## config.mk

```make
export PLATFORM = sky130hd
export DESIGN_NAME = uart_tx
export DESIGN_NICKNAME = d
export VERILOG_FILES = /design/src/rtl/uart_tx.sv
export SDC_FILE = /design/constraint.sdc
export NUM_CORES = 1
export LEC_CHECK = 0
export ABC_AREA = 1
export BUFFER_PORTS_ARGS = -buffer_cell sky130_fd_sc_hd__clkbuf_2
export CAP_MARGIN = 30
export CORE_ASPECT_RATIO = 1.25
export CORE_UTILIZATION = 25
export DETAILED_ROUTE_END_ITERATION = 8
export PLACE_DENSITY = 0.5
export SLEW_MARGIN = 20
export SYNTH_ARGS = -nofsm -noshare
export SYNTH_HDL_FRONTEND = slang
export SYNTH_SLANG_ARGS = --single-unit
```

## constraint.sdc

```tcl
create_clock -name clock_50M -period 6.28 [get_ports clock_50M]
set_clock_uncertainty 0.1 [all_clocks]
set_input_delay 0.942 -clock clock_50M [delete_from_list [all_inputs] [get_ports clock_50M]]
set_output_delay 0.942 -clock clock_50M [all_outputs]
set_load 0.005 [all_outputs]
```

## src/rtl/uart_tx.sv

```systemverilog
// uart_tx: 8N1 serial transmitter fed by a 4-entry byte FIFO.
// Each bit is held on tx for UART_CLOCK clocks. A queued byte starts
// the clock after it is written, and queued frames follow each other
// with no idle clock between them.
module uart_tx #(
  parameter int unsigned UART_CLOCK = 434
) (
  input  logic       clock_50M,
  input  logic       rst,
  input  logic       wr_en,
  input  logic [7:0] wr_data,
  output logic       full,
  output logic       busy,
  output logic       tx
);

  typedef enum logic [1:0] {IDLE, START, DATA, STOP} state_t;

  // 9 bits covers the largest legal UART_CLOCK (511).
  localparam int CNT_W = 9;
  localparam logic [CNT_W-1:0] BIT_LAST = CNT_W'(UART_CLOCK - 1);

  logic [7:0]       fifo_mem_q [4];
  logic [1:0]       wr_ptr_q, wr_ptr_d;
  logic [1:0]       rd_ptr_q, rd_ptr_d;
  logic [2:0]       count_q, count_d;
  state_t           state_q, state_d;
  logic [CNT_W-1:0] bit_cnt_q, bit_cnt_d;
  logic [2:0]       bit_idx_q, bit_idx_d;
  logic [7:0]       shift_q, shift_d;
  logic             tx_q, tx_d;
  logic             busy_q, busy_d;
  logic             full_q, full_d;

  logic             push;
  logic             pop;
  logic             bit_done;
  logic [7:0]       fifo_head;
  logic [3:0]       wr_sel;

  // full_q always equals (count_q == 4), so a write on a full edge is
  // refused even if the transmitter pops on that same edge.
  assign push      = wr_en && !full_q && !rst;
  assign bit_done  = (bit_cnt_q == BIT_LAST);
  assign fifo_head = fifo_mem_q[rd_ptr_q];

  // One-hot write strobe per FIFO entry.
  for (genvar gi = 0; gi < 4; gi++) begin : g_wr_sel
    assign wr_sel[gi] = push && (wr_ptr_q == 2'(gi));
  end

  // FIFO storage: wr_data is captured only on accepted-write edges.
  always_ff @(posedge clock_50M) begin
    for (int i = 0; i < 4; i++) begin
      if (wr_sel[i]) begin
        fifo_mem_q[i] <= wr_data;
      end
    end
  end

  // Next-state logic for the frame sequencer, FIFO bookkeeping and the
  // registered outputs.
  always_comb begin
    state_d   = state_q;
    bit_cnt_d = bit_cnt_q;
    bit_idx_d = bit_idx_q;
    shift_d   = shift_q;
    tx_d      = tx_q;
    pop       = 1'b0;

    case (state_q)
      IDLE: begin
        tx_d      = 1'b1;
        bit_cnt_d = '0;
        if (count_q != 3'd0) begin
          pop     = 1'b1;
          shift_d = fifo_head;
          tx_d    = 1'b0;
          state_d = START;
        end
      end
      START: begin
        if (bit_done) begin
          bit_cnt_d = '0;
          bit_idx_d = 3'd0;
          tx_d      = shift_q[0];
          state_d   = DATA;
        end else begin
          bit_cnt_d = bit_cnt_q + 1'b1;
        end
      end
      DATA: begin
        if (bit_done) begin
          bit_cnt_d = '0;
          if (bit_idx_q == 3'd7) begin
            tx_d    = 1'b1;
            state_d = STOP;
          end else begin
            // bit 0 of shift_q is always the bit currently on the line
            bit_idx_d = bit_idx_q + 3'd1;
            shift_d   = {1'b0, shift_q[7:1]};
            tx_d      = shift_q[1];
          end
        end else begin
          bit_cnt_d = bit_cnt_q + 1'b1;
        end
      end
      STOP: begin
        if (bit_done) begin
          bit_cnt_d = '0;
          if (count_q != 3'd0) begin
            // chain straight into the next start bit
            pop     = 1'b1;
            shift_d = fifo_head;
            tx_d    = 1'b0;
            state_d = START;
          end else begin
            tx_d    = 1'b1;
            state_d = IDLE;
          end
        end else begin
          bit_cnt_d = bit_cnt_q + 1'b1;
        end
      end
      default: begin
        tx_d      = 1'b1;
        bit_cnt_d = '0;
        state_d   = IDLE;
      end
    endcase

    case ({push, pop})
      2'b10:   count_d = count_q + 3'd1;
      2'b01:   count_d = count_q - 3'd1;
      default: count_d = count_q;
    endcase

    wr_ptr_d = push ? wr_ptr_q + 2'd1 : wr_ptr_q;
    rd_ptr_d = pop  ? rd_ptr_q + 2'd1 : rd_ptr_q;

    full_d = (count_d == 3'd4);
    busy_d = (state_d != IDLE) || (count_d != 3'd0);
  end

  // State, counters, pointers and registered outputs; reset drops any
  // frame in progress and everything queued.
  always_ff @(posedge clock_50M) begin
    if (rst) begin
      state_q   <= IDLE;
      bit_cnt_q <= '0;
      bit_idx_q <= 3'd0;
      shift_q   <= 8'd0;
      tx_q      <= 1'b1;
      busy_q    <= 1'b0;
      full_q    <= 1'b0;
      count_q   <= 3'd0;
      wr_ptr_q  <= 2'd0;
      rd_ptr_q  <= 2'd0;
    end else begin
      state_q   <= state_d;
      bit_cnt_q <= bit_cnt_d;
      bit_idx_q <= bit_idx_d;
      shift_q   <= shift_d;
      tx_q      <= tx_d;
      busy_q    <= busy_d;
      full_q    <= full_d;
      count_q   <= count_d;
      wr_ptr_q  <= wr_ptr_d;
      rd_ptr_q  <= rd_ptr_d;
    end
  end

  assign tx   = tx_q;
  assign busy = busy_q;
  assign full = full_q;

endmodule

```

==> metrics.md <==
| Metric | Value |
|---|---|
| Status | `finished clean` |
| Worst hold path type | `reg -> reg` |
| Post-synth top area share | `0.310` |
| Min cycle time layout | `just under 3 ns` |
| Later-pin clock latency in the skew report | `~0.32 ns` |
| Post-route ant nets | `0` |
| Synthesized instance count | `334` |
| Clk buf depth | `2` |
| Finished Layout Cells | `519` |
| Avg Synthesized Cell Area | `just over 9 sq um` |
| Wire per inst | `roughly 11 microns` |
| Cts hold-fix bufs | `0` |
| Startpoint types | `primary input` |
| Critical path arrival | `~3 ns` |
| Synthesized flop and latch total | `66` |
| Initial antenna violation count | `0` |
| CTS tree | `yes` |
| Nets | `376` |
| Core area | `about 12,000 sq um` |
| Fin Hold WS | `0.369 ns` |
| PwrDens | `roughly 400 nW/um^2` |
| WL final | `between 5000 and 6000 microns` |
| Fillers | `about 1,300` |
| DP HPWL | `4030 microns` |
| Inst Count DP | `around 500` |
| Final hold violations | `0` |
| Final TNS setup | `0 ns` |
| Clock Sinks | `between 60 and 70` |
| I/O Buffers | `13` |
| Die footprint | `12,800 sq um` |
| Count leader, synth | `nand2_1` |
| Total CTS buffers | `9` |
| Pin count of the biggest net entering global routing | `18` |
| Post-synth top cells | `nand2_1 (63), nor2_1 (50), dfxtp_1 (34), edfxtp_1 (32), inv_1 (27)` |
| Starting Density | `0.256` |
| Die Height | `approximately 130 microns` |
| Initial DRC Count | `94` |
| Vias in the first global route | `between 2,000 and 2,500` |
| Maximum clock frequency | `~0.34 GHz` |
| Ys async rst share | `0` |
| Vias | `around 2,200` |
| Worst IR drop on VDD | `between 0.15 and 0.2 mV` |
| I/O pin total | `14` |
| Syn_nets | `360` |
| Worst slew margin | `0.404` |
| WS Path Type | `in -> reg` |
| Unique masters post-synth | `39` |
| Slew @ Worst Pin | `between 0.8 and 0.9 ns` |
| Via/cell ratio | `roughly 4.1` |
| Clock-pin slew on the worst setup and hold paths | `approximately 0.05 ns` |
| Mapped cell area | `3100 sq um` |
| MaxCap Viol Count | `0` |
| Final Max Tran Viols | `0` |
| Post_cts resized | `0` |
| Total GRT Usage | `0.102` |
| Htree depth | `3` |
| Root buffer cell | `clkbuf_16` |
| Main synth FF type | `dfxtp_1` |
| First-pass GRT wire length | `10,000 microns` |
| # DRC | `0` |
| Sequential cell area fraction in the yosys report | `0.530` |
| Cell Rows | `45` |
| Crit end category | `flop` |
| Lkg Pwr | `between 1 and 1.5 nW` |
| Routability cong. | `roughly 0.75` |
| Crit share post-route | `0.467` |
| Unrepaired setup endpoints after global routing | `false` |
| Setup Buffers After CTS | `0` |
| Die width | `~100 microns` |
| # setup viols final | `0` |
| P&R area growth vs syn | `15.5%` |
| First-pass DRT Iterations | `4` |
| Worst Path Max Fanout | `16` |
| Leading area contributor after synthesis | `edfxtp_1` |
| ANT cells | `0` |
| Area of the multi-input gates | `roughly 1300 sq um` |
| Yosys warns | `0` |
| Number of synthesized flops with an enable pin | `32` |
| GR Overflow Total | `0` |
| Register area | `1640 sq um` |
| Worst path required time | `between 6 and 7 ns` |
| Layout cells sized above 1 | `0.189` |
| Synth area leaders | `edfxtp_1 (31%), dfxtp_1 (22%), nand2_1 (7.6%), nor2_1 (6.1%), ha_1 (5.7%)` |
-- metal layers --
metal | part of all wire | global-route usage | vias to the layer above
li1 | - | - | 1119
met1 | 0.46 | 0.120 | 989
met2 | 0.49 | 0.173 | 31
met3 | 0.028 | 0.0193 | 11
met4 | 0.025 | 0.0563 | 0
met5 | 0 | 0 | -
-- final cells by class --
class / count / share of cell area
clock buffers: 10 / 0.0640
clock inverters: 6 / 0.00944
inverters: 37 / 0.0426
multi-input cells: 223 / 0.350
flip-flops and latches: 66 / 0.459
well taps: 164 / 0.0573
repair buffers: 13 / 0.0182
-- stage by stage --
stage | total power [mW] | setup WS (ns) | util | instance area, sq um
6_report | 1.45 | 3.35 | 0.296 | 3580
5_1_grt | 1.56 | 3.09 | 0.296 | 3580
4_1_cts | 1.47 | 3.35 | 0.296 | 3580
3_5_place_dp | 1.02 | 3.01 | 0.274 | 3320
3_3_place_gp | 1.02 | 3.12 | 0.274 | 3320
2_1_floorplan | 0.930 | 3.57 | - | 3100
-- worst max-delay path: stages --
cell	delay, ns
clkbuf_2	0.37
inv_2	0.20
nand3b_2	0.21
ha_1	0.19
inv_1	0.07
fa_1	0.48
nand2_1	0.05
o21ai_0	0.09
nand2_1	0.10
o21ai_0	0.21
nand3_1	0.10
-- cells by family after synthesis --
logic type	synth area share
compound gates	0.0997
xor+xnor	0.0113
fa+ha+maj	0.0630
buf+inv	0.0662
flops	0.530
simple gates	0.230
-- power breakdown --
group / leakage, nW / switching (mW) / total, mW / internal, mW
Clock: 0.117 / 0.176 / 0.439 / 0.263
Combinational: 0.732 / 0.272 / 0.434 / 0.162
Sequential: 0.569 / 0.0577 / 0.577 / 0.519
Total: 1.42 / 0.506 / 1.45 / 0.944
-- sequential cells by signal, summed over array words and instances, names as in the netlist, named ones only --
name / flops
busy: 1
wr_ptr_q: 2
tx: 1
bit_idx_q: 3
count_q: 3
fifo_mem_q: 32
full: 1
shift_q: 8
state_q: 2
bit_cnt_q: 9
rd_ptr_q: 2
-- final timing paths --
path	start	to	slack [ns]	cells after the start
setup / recovery	rst	busy	3.35	11
hold / removal	bit_cnt_q[0]	bit_cnt_q[0]	0.37	1
setup reg to reg	state_q[0]	busy	3.59	13
hold reg to reg	bit_cnt_q[0]	bit_cnt_q[0]	0.37	1
-- placed cells by master, fill, tap and decap left out, drive strengths merged --
| cell type | count |
|---|---|
| o22ai | 1 |
| clkbuf | 23 |
| o31ai | 1 |
| or2 | 3 |
| a21oi | 16 |
| nor3 | 5 |
| nand2 | 74 |
| nand3 | 14 |
| inv | 35 |
| clkinvlp | 3 |
| ha | 14 |
| and3 | 2 |
| nor2 | 54 |
| xnor2 | 2 |
| edfxtp | 32 |
| fa | 1 |
| dfxtp | 34 |
| nand3b | 1 |
| xor2 | 2 |
| nor3b | 1 |
| clkinv | 5 |
| o21bai | 1 |
| o21ai | 31 |
Note: power is estimated with default switching activity, not from simulation.
